`config.mk`:
```
export PLATFORM = sky130hd
export DESIGN_NAME = lighting_sequencer_flat
export DESIGN_NICKNAME = d
export VERILOG_FILES = /design/src/rtl/lighting_sequencer_if.sv /design/src/rtl/lighting_sequencer.sv /design/src/flat_wrapper.sv
export SDC_FILE = /design/constraint.sdc
export NUM_CORES = 1
export LEC_CHECK = 0
export BUFFER_PORTS_ARGS = -buffer_cell sky130_fd_sc_hd__buf_4
export CAP_MARGIN = 0
export CORE_MARGIN = 2
export CORE_UTILIZATION = 50
export CTS_CLUSTER_SIZE = 8
export DETAILED_ROUTE_END_ITERATION = 12
export PLACE_DENSITY_LB_ADDON = 0.08
export SYNTH_ARGS = -nofsm -noshare
export SYNTH_HDL_FRONTEND = slang
export SYNTH_SLANG_ARGS = --single-unit
export TNS_END_PERCENT = 50
```
`constraint.sdc`:
```
create_clock -name clk -period 2.8 [get_ports clk]
set_input_delay 0.42 -clock clk [delete_from_list [all_inputs] [get_ports clk]]
set_output_delay 0.42 -clock clk [all_outputs]
set_load 0.005 [all_outputs]
```
`src/rtl/lighting_sequencer_if.sv`:
```
// Handshake and datapath bundle between the lighting sequencer and its
// requesters (wall panel A, remote B), time base and lighting datapath.
interface lighting_sequencer_if;
   logic       tick;
   logic       req_a_valid;
   logic [3:0] req_a_light;
   logic       req_a_ready;
   logic       req_b_valid;
   logic [3:0] req_b_light;
   logic       req_b_ready;
   logic [3:0] tcode;
   logic [3:0] ulight;
   logic [3:0] tgt_num;
   logic [3:0] tgt_shade;
   logic [3:0] lamp_num;
   logic [3:0] shade_lvl;
   logic [15:0] lamp_state;
   logic       busy;

   modport master (
      output tick, req_a_valid, req_a_light, req_b_valid, req_b_light,
             tgt_num, tgt_shade,
      input  req_a_ready, req_b_ready, tcode, ulight, lamp_num, shade_lvl,
             lamp_state, busy
   );

   modport slave (
      input  tick, req_a_valid, req_a_light, req_b_valid, req_b_light,
             tgt_num, tgt_shade,
      output req_a_ready, req_b_ready, tcode, ulight, lamp_num, shade_lvl,
             lamp_state, busy
   );
endinterface

```
`src/rtl/lighting_sequencer.sv`:
```
// Lighting sequencer: time-code keeper, round-robin arbiter for panel/remote
// light-mode requests, and a rate-limited ramp of lamp count and shade level.
module lighting_sequencer #(
   parameter int RAMP_DIV       = 4,
   parameter int TICKS_PER_SLOT = 16
) (
   input  logic                 clk,
   input  logic                 rst,
   lighting_sequencer_if.slave  bus
);
   localparam int TW = (TICKS_PER_SLOT > 1) ? $clog2(TICKS_PER_SLOT) : 1;
   localparam int RW = (RAMP_DIV > 1) ? $clog2(RAMP_DIV) : 1;
   localparam logic [TW-1:0] TICK_LAST = TW'(TICKS_PER_SLOT - 1);
   localparam logic [RW-1:0] RAMP_LAST = RW'(RAMP_DIV - 1);

   typedef enum logic [1:0] {S_IDLE, S_SETTLE, S_RAMP} state_t;

   state_t        r_state;
   state_t        w_state_next;
   logic          r_ptr_b;
   logic [TW-1:0] r_tick_cnt;
   logic [RW-1:0] r_ramp_cnt;
   logic [RW-1:0] w_ramp_next;
   logic [3:0]    r_tcode;
   logic [3:0]    r_ulight;
   logic [3:0]    r_lamp_num;
   logic [3:0]    r_shade_lvl;
   logic [3:0]    w_lamp_next;
   logic [3:0]    w_shade_next;
   logic          w_idle;
   logic          w_tc_inc;
   logic          w_xfer_a;
   logic          w_xfer_b;

   function automatic logic [3:0] step_toward(input logic [3:0] cur, input logic [3:0] tgt);
      if (tgt > cur)      return cur + 4'd1;
      else if (tgt < cur) return cur - 4'd1;
      else                return cur;
   endfunction

   assign w_idle   = (r_state == S_IDLE);
   assign w_tc_inc = bus.tick && (r_tick_cnt == TICK_LAST);
   // Ready already includes valid, so ready alone marks a transfer.
   assign w_xfer_a = w_idle && bus.req_a_valid && (!bus.req_b_valid || !r_ptr_b);
   assign w_xfer_b = w_idle && bus.req_b_valid && (!bus.req_a_valid ||  r_ptr_b);

   always_ff @(posedge clk or posedge rst) begin
      if (rst) begin
         r_tick_cnt <= '0;
         r_tcode    <= 4'd0;
      end else if (bus.tick) begin
         r_tick_cnt <= (r_tick_cnt == TICK_LAST) ? '0 : r_tick_cnt + 1'b1;
         if (w_tc_inc) r_tcode <= r_tcode + 4'd1;
      end
   end

   always_ff @(posedge clk or posedge rst) begin
      if (rst) begin
         r_ulight <= 4'd0;
         r_ptr_b  <= 1'b0;
      end else if (w_xfer_a) begin
         r_ulight <= bus.req_a_light;
         r_ptr_b  <= 1'b1;
      end else if (w_xfer_b) begin
         r_ulight <= bus.req_b_light;
         r_ptr_b  <= 1'b0;
      end
   end

   always_ff @(posedge clk or posedge rst) begin
      if (rst) begin
         r_state     <= S_IDLE;
         r_ramp_cnt  <= '0;
         r_lamp_num  <= 4'd0;
         r_shade_lvl <= 4'd0;
      end else begin
         r_state     <= w_state_next;
         r_ramp_cnt  <= w_ramp_next;
         r_lamp_num  <= w_lamp_next;
         r_shade_lvl <= w_shade_next;
      end
   end

   always_comb begin
      w_state_next = r_state;
      w_ramp_next  = r_ramp_cnt;
      w_lamp_next  = r_lamp_num;
      w_shade_next = r_shade_lvl;
      case (r_state)
         S_IDLE: begin
            if (w_xfer_a || w_xfer_b || w_tc_inc) w_state_next = S_SETTLE;
         end
         S_SETTLE: begin
            w_state_next = S_RAMP;
            w_ramp_next  = '0;
         end
         S_RAMP: begin
            // Targets are live inputs, so a retarget mid-ramp just changes direction.
            if ((r_lamp_num == bus.tgt_num) && (r_shade_lvl == bus.tgt_shade)) begin
               w_state_next = S_IDLE;
            end else if (r_ramp_cnt == RAMP_LAST) begin
               w_ramp_next  = '0;
               w_lamp_next  = step_toward(r_lamp_num, bus.tgt_num);
               w_shade_next = step_toward(r_shade_lvl, bus.tgt_shade);
            end else begin
               w_ramp_next = r_ramp_cnt + 1'b1;
            end
         end
         default: w_state_next = S_IDLE;
      endcase
   end

   assign bus.req_a_ready = w_xfer_a;
   assign bus.req_b_ready = w_xfer_b;
   assign bus.tcode       = r_tcode;
   assign bus.ulight      = r_ulight;
   assign bus.lamp_num    = r_lamp_num;
   assign bus.shade_lvl   = r_shade_lvl;
   assign bus.busy        = !w_idle;

   generate
      for (genvar gi = 0; gi < 16; gi++) begin : g_therm
         assign bus.lamp_state[gi] = (4'(gi) < r_lamp_num);
      end
   endgenerate
endmodule
```
`src/flat_wrapper.sv`:
```
// flat-port wrapper written by rule: the top's interface ports become plain ports
module lighting_sequencer_flat 
#(
   parameter int RAMP_DIV       = 4,
   parameter int TICKS_PER_SLOT = 16
)
  (clk, rst, bus_tick, bus_req_a_valid, bus_req_a_light, bus_req_b_valid, bus_req_b_light, bus_tgt_num, bus_tgt_shade, bus_req_a_ready, bus_req_b_ready, bus_tcode, bus_ulight, bus_lamp_num, bus_shade_lvl, bus_lamp_state, bus_busy);
  lighting_sequencer_if bus_i ();
  input  logic clk;
  input  logic rst;
  input wire logic [$bits(bus_i.tick)-1:0] bus_tick;
  input wire logic [$bits(bus_i.req_a_valid)-1:0] bus_req_a_valid;
  input wire logic [$bits(bus_i.req_a_light)-1:0] bus_req_a_light;
  input wire logic [$bits(bus_i.req_b_valid)-1:0] bus_req_b_valid;
  input wire logic [$bits(bus_i.req_b_light)-1:0] bus_req_b_light;
  input wire logic [$bits(bus_i.tgt_num)-1:0] bus_tgt_num;
  input wire logic [$bits(bus_i.tgt_shade)-1:0] bus_tgt_shade;
  output wire logic [$bits(bus_i.req_a_ready)-1:0] bus_req_a_ready;
  output wire logic [$bits(bus_i.req_b_ready)-1:0] bus_req_b_ready;
  output wire logic [$bits(bus_i.tcode)-1:0] bus_tcode;
  output wire logic [$bits(bus_i.ulight)-1:0] bus_ulight;
  output wire logic [$bits(bus_i.lamp_num)-1:0] bus_lamp_num;
  output wire logic [$bits(bus_i.shade_lvl)-1:0] bus_shade_lvl;
  output wire logic [$bits(bus_i.lamp_state)-1:0] bus_lamp_state;
  output wire logic [$bits(bus_i.busy)-1:0] bus_busy;
  assign bus_i.tick = bus_tick;
  assign bus_i.req_a_valid = bus_req_a_valid;
  assign bus_i.req_a_light = bus_req_a_light;
  assign bus_i.req_b_valid = bus_req_b_valid;
  assign bus_i.req_b_light = bus_req_b_light;
  assign bus_i.tgt_num = bus_tgt_num;
  assign bus_i.tgt_shade = bus_tgt_shade;
  assign bus_req_a_ready = bus_i.req_a_ready;
  assign bus_req_b_ready = bus_i.req_b_ready;
  assign bus_tcode = bus_i.tcode;
  assign bus_ulight = bus_i.ulight;
  assign bus_lamp_num = bus_i.lamp_num;
  assign bus_shade_lvl = bus_i.shade_lvl;
  assign bus_lamp_state = bus_i.lamp_state;
  assign bus_busy = bus_i.busy;
  lighting_sequencer #(.RAMP_DIV(RAMP_DIV), .TICKS_PER_SLOT(TICKS_PER_SLOT)) u_core (.clk(clk), .rst(rst), .bus(bus_i));
endmodule
```
# == Word-level counts from Yosys, hierarchy flattened ==
# Cells that the tools add are included.
# classes
addsub,7
n_lt_le_gt_ge,20
n_eq_ne,9
mux,15
bitwise,1
reduce_logical,24
# op_table
cell,count
"4-bit < comparator, first input constant",8
4-bit 2-to-1 mux,7
"4-bit by 1-bit adder with 4-bit output, second input constant",4
"3-bit by 4-bit < comparator with 1-bit output, first input constant",4
4-bit equality test,2
4-bit greater-than comparator,2
"1-bit by 4-bit < comparator with 1-bit output, first input constant",2
"2-bit by 4-bit < comparator with 1-bit output, first input constant",2
4-bit < comparator,2
2-bit 2-to-1 mux,4
4-bit AND reduction,2
2-bit nonzero test,4
"4-bit by 1-bit subtractor with 4-bit output, second input constant",2
1-bit logical AND,6
2-bit one-hot mux with 3 select lines,1
2-bit AND reduction,3
"2-bit equality test, second input constant",2
"4-bit equality test, second input constant",1
1-bit logical NOT,4
1-bit logical OR,4
"2-bit != test, second input constant",2
2-bit one-hot mux with 2 select lines,1
"2-bit by 1-bit adder with 2-bit output, second input constant",1
"2-bit by 1-bit equality test with 1-bit output, second input constant",1
4 further kinds,5
# word_totals
ff_bits,25
in_bits,21
output_inout_bits,35
wordCells,84

# == Longest topological paths before layout ==
# logic_depth
word_depth,7
mapped_depth,12
depth_no_buf,12

# == Worst setup path after synthesis ==
# OpenSTA, ideal clock, no wires.
# synth_path
kind,reg2reg
startpoint,"register u_core.r_shade_lvl[1], in the netlist u_core.bus.shade_lvl[1]"
endpoint,"register u_core.r_shade_lvl[3], in the netlist u_core.bus.shade_lvl[3]"
setup_time_ns,0.080
t_arrival_ns,2.207
required_time_ns,2.720
slack_ns,0.513
stages_incl_launch_ff,13
n_path_buf,0
period_less_slack_ns,2.287
cell_sequence,dfrtp_1 inv_1 ha_1 nor2b_1 o211ai_2 nand2_1 nand2_1 ha_1 a21o_1 a21oi_1 nand4_1 a21oi_1 xnor2_1
# synth_via
elab_chain_len,4
elab_cells_between_ends,11
classes_between,add/sub: 2; order compare: 2; eq/ne: 1; mux: 2; bitwise: 1; reduce/logical: 3
# synth_rtl
element,line_no,rtl
start: declaration,lighting_sequencer.sv:27,logic [3:0] r_shade_lvl;
start signal: assignment,lighting_sequencer.sv:80,r_shade_lvl <= w_shade_next;
branches (longest 4 deep; another with 4-bit by 1-bit subtractor with 4-bit output),-,
# Parallel ways; which one is timed is not known. The select of a mux whose other input is x is not followed.
# A chain may end at the register's enable or synchronous reset.

# == Worst setup path in the final report ==
# Same ends and word-level chain as after synthesis.

==> flow_summary.ini <==
[power]
pwr-share-clk_pct = 7.4
swShare_pct = 42.28
seq_power_share_pct = 32.3
peakVddDrop_uv = 505.7
finalPower_mw = 2.160
leakage_nw = 1.055
p_sw_mw = 0.9134
powerDensity_nw_per_um2 = 1025
p_int_mw = 1.247
p_comb_share_pct = 60.3

[synth]
syn-instance-count = 172
synth_cell_type_count = 37
synthesis.area_um2 = 1648
synth_common_cells = dfrtp_1, nand2_1, inv_1
synth_edf_count = 0
syn_nets = 210
yosysTopAreaCellShare_pct = 37.97
yosysTopAreaCell = dfrtp_1
async_flop_share_pct = 100.0
synth.area.top_cells = dfrtp_1, ha_1, xnor2_1
ys_seq_elements = 25
seq_area_frac_synth_pct = 37.97
yosysWarnings = 0
synth_most_common_cell = dfrtp_1
syn_area_per_cell_um2 = 9.580
synth_flop_cell = dfrtp_1

[drt]
vias = 1409
first_pass_iters = 4
via_per_inst = 5.238
wl_um = 3243
postRouteAntennaNets = 0
avgRoutedWirePerCell_um = 12.06
dr.first_iter.drc_count = 43
drcViolationCount = 0

[timing]
whs_ns = 0.3036
rsz0062_at_grt = no
slew_headroom_pct = 37.20
finalSetupTns_ns = 0
fin_skew_ns = 0.004760
worst_pin_slew_ns = 0.9410
fin_ws_ns = 0.3195
drv_slew = 0
fin_crit_sh_pct = 88.59
hold_viol = 0
max_freq_mhz = 403.1
post-route-min-period_ns = 2.481
report.final.setup_viol = 0

[clocking]
path_clk_slew_ns = 0.13
numCtsBuffers = 3
cts_max_level = 1
clk_path_buf_depth = 2
cts_hold_buf = 0
cts.sinks = 25
cts_resized = 0
cts-root-buf = clkbuf_4
cts_tree = done
postCtsSetupBuffers = 0
clk_latency_ns = 0.32

[floorplan]
start_util_pct = 53.10
die_y_um = 61.41
row_count = 20
dieWidth_um = 61.41
io_pins = 56
core_area_um2 = 3103
die_area_um2 = 3771

[global_routing]
grtUsageTotal_pct = 18.85
grt-ovfl-total = 0
grtUsageMet1_pct = 23.80
busiest_layer = met2
met2_usage_pct = 33.28
grt_util_met3_pct = 2.941
grt_max_degree = 26
grt_pass1_vias = 1276
antenna_found_initial = 0
grt_first_pass_wirelength_um = 5416

[critical_path]
r2r_cells = 12
startpoint_type = register
endpoint_kind = register
reg2reg_slack_ns = 0.32
timing.rr.start = u_core.bus.shade_lvl[1]$_DFFE_PP0P_
crit_arrival_ns = 2.74
crit_fanout = 5
crit_required_ns = 3.06
r2r-end = u_core.bus.shade_lvl[3]$_DFFE_PP0P_
crit_type = reg -> reg

[final_layout]
n_antenna_cell = 0
fillers = 279
regArea_um2 = 625.6
final_util_pct = 67.94
drive_gt1_share_pct = 32.00
nNetsFinal = 264
fin_area_um2 = 2108
final_cells = 269
multi_input_area_um2 = 930.9
area_growth_pct = 27.94

[placement]
pre_cts_ws_ns = 0.3098
gp_congestion = 0.8377
dpl_cell_area_um2 = 2081
numPortBuffers = 54
dp_hpwl_um = 2607
dp_cells = 265

[job]
cap_violations = 0

[outcome]
status = completed

[worst_hold_path]
hold_class = in -> async
==> cell usage in the layout (no fill, tap or decap), drive strengths merged <==
cell,synthesis,layout
ha,16,16
buf,3,54
a21oi,10,10
mux2i,7,7
a211o,1,1
dfrtp,25,25
nand3b,1,1
xor2,2,2
conb,1,1
nand2,19,19
clkbuf,2,3
fa,1,1
nor3,4,4
inv,17,17
o21a,1,1
nor2,8,8
nand3,5,5
a31oi,3,3
nand4,6,6
a211oi,3,3
clkinv,0,1
nor2b,4,4
o21ai,14,14
mux2,3,3
a22o,2,2
a21o,1,1
or2,1,1
xnor2,9,9
o211ai,3,3
==> routing by layer <==
layer / routed length, µm / part of all wire [%]
met1: 1439 / 44
met2: 1615 / 50
met3: 178 / 5.5
met4: 9 / 0.28
met5: 0 / 0
==> flip-flops by register name (all words and copies together) (netlist names) <==
register / cells
u_core.r_tick_cnt: 4
u_core.r_state: 2
u_core.bus.lamp_num: 4
u_core.bus.shade_lvl: 4
u_core.r_ptr_b: 1
u_core.bus.ulight: 4
u_core.bus.tcode: 4
u_core.r_ramp_cnt: 2
==> cells by family after synthesis <==
family | synth area share, %
other cells | 0.2276
mux | 6.302
flops | 37.97
simple gates | 14.73
fa+ha+maj | 13.36
compound gates | 16.02
buf+inv | 5.542
xor+xnor | 5.847
==> critical path, cell delays in order, from the launching register on <==
cell and delay (ns):
dfrtp_1 0.45, inv_1 0.06, ha_1 0.30, nor2b_1 0.14, o211ai_2 0.21, nand2_1 0.07
nand2_1 0.13, ha_1 0.26, a21o_1 0.19, a21oi_1 0.18, nand4_1 0.12, a21oi_1 0.19
xnor2_1 0.13
==> area by class of cell <==
| type | instances | share of cell area [%] |
|---|---|---|
| clock inverters | 1 | 0.2374 |
| inverters | 17 | 3.027 |
| well taps | 44 | 2.611 |
| clock buffers | 3 | 1.068 |
| repair buffers | 54 | 19.23 |
| flip-flops and latches | 25 | 29.67 |
| multi-input cells | 125 | 44.15 |
==> worst max-delay path by stage <==
stage	startpoint	endpoint	slack [ns]	depth (start not counted)
after floorplan	u_core.bus.shade_lvl[1]$_DFFE_PP0P_	u_core.bus.shade_lvl[3]$_DFFE_PP0P_	0.51	12
after global placement	bus_tgt_shade[1]	u_core.bus.shade_lvl[3]$_DFFE_PP0P_	0.39	12
after detailed placement	bus_tgt_shade[1]	u_core.bus.shade_lvl[3]$_DFFE_PP0P_	0.31	12
after CTS	u_core.bus.shade_lvl[1]$_DFFE_PP0P_	u_core.bus.shade_lvl[3]$_DFFE_PP0P_	0.32	12
after global routing	u_core.bus.shade_lvl[1]$_DFFE_PP0P_	u_core.bus.shade_lvl[3]$_DFFE_PP0P_	0.08	12
final	u_core.bus.shade_lvl[1]$_DFFE_PP0P_	u_core.bus.shade_lvl[3]$_DFFE_PP0P_	0.32	12
==> power groups by stage <==
stage / clock network, mW / registers (mW) / logic, mW
after global placement: 0 / 0.692 / 1.25
after global routing: 0.180 / 0.732 / 1.47
after detailed placement: 0 / 0.705 / 1.32
final: 0.160 / 0.697 / 1.30
after floorplan: 0 / 0.669 / 0.841
after CTS: 0.168 / 0.700 / 1.32
Power figures use the tool's default switching activity.
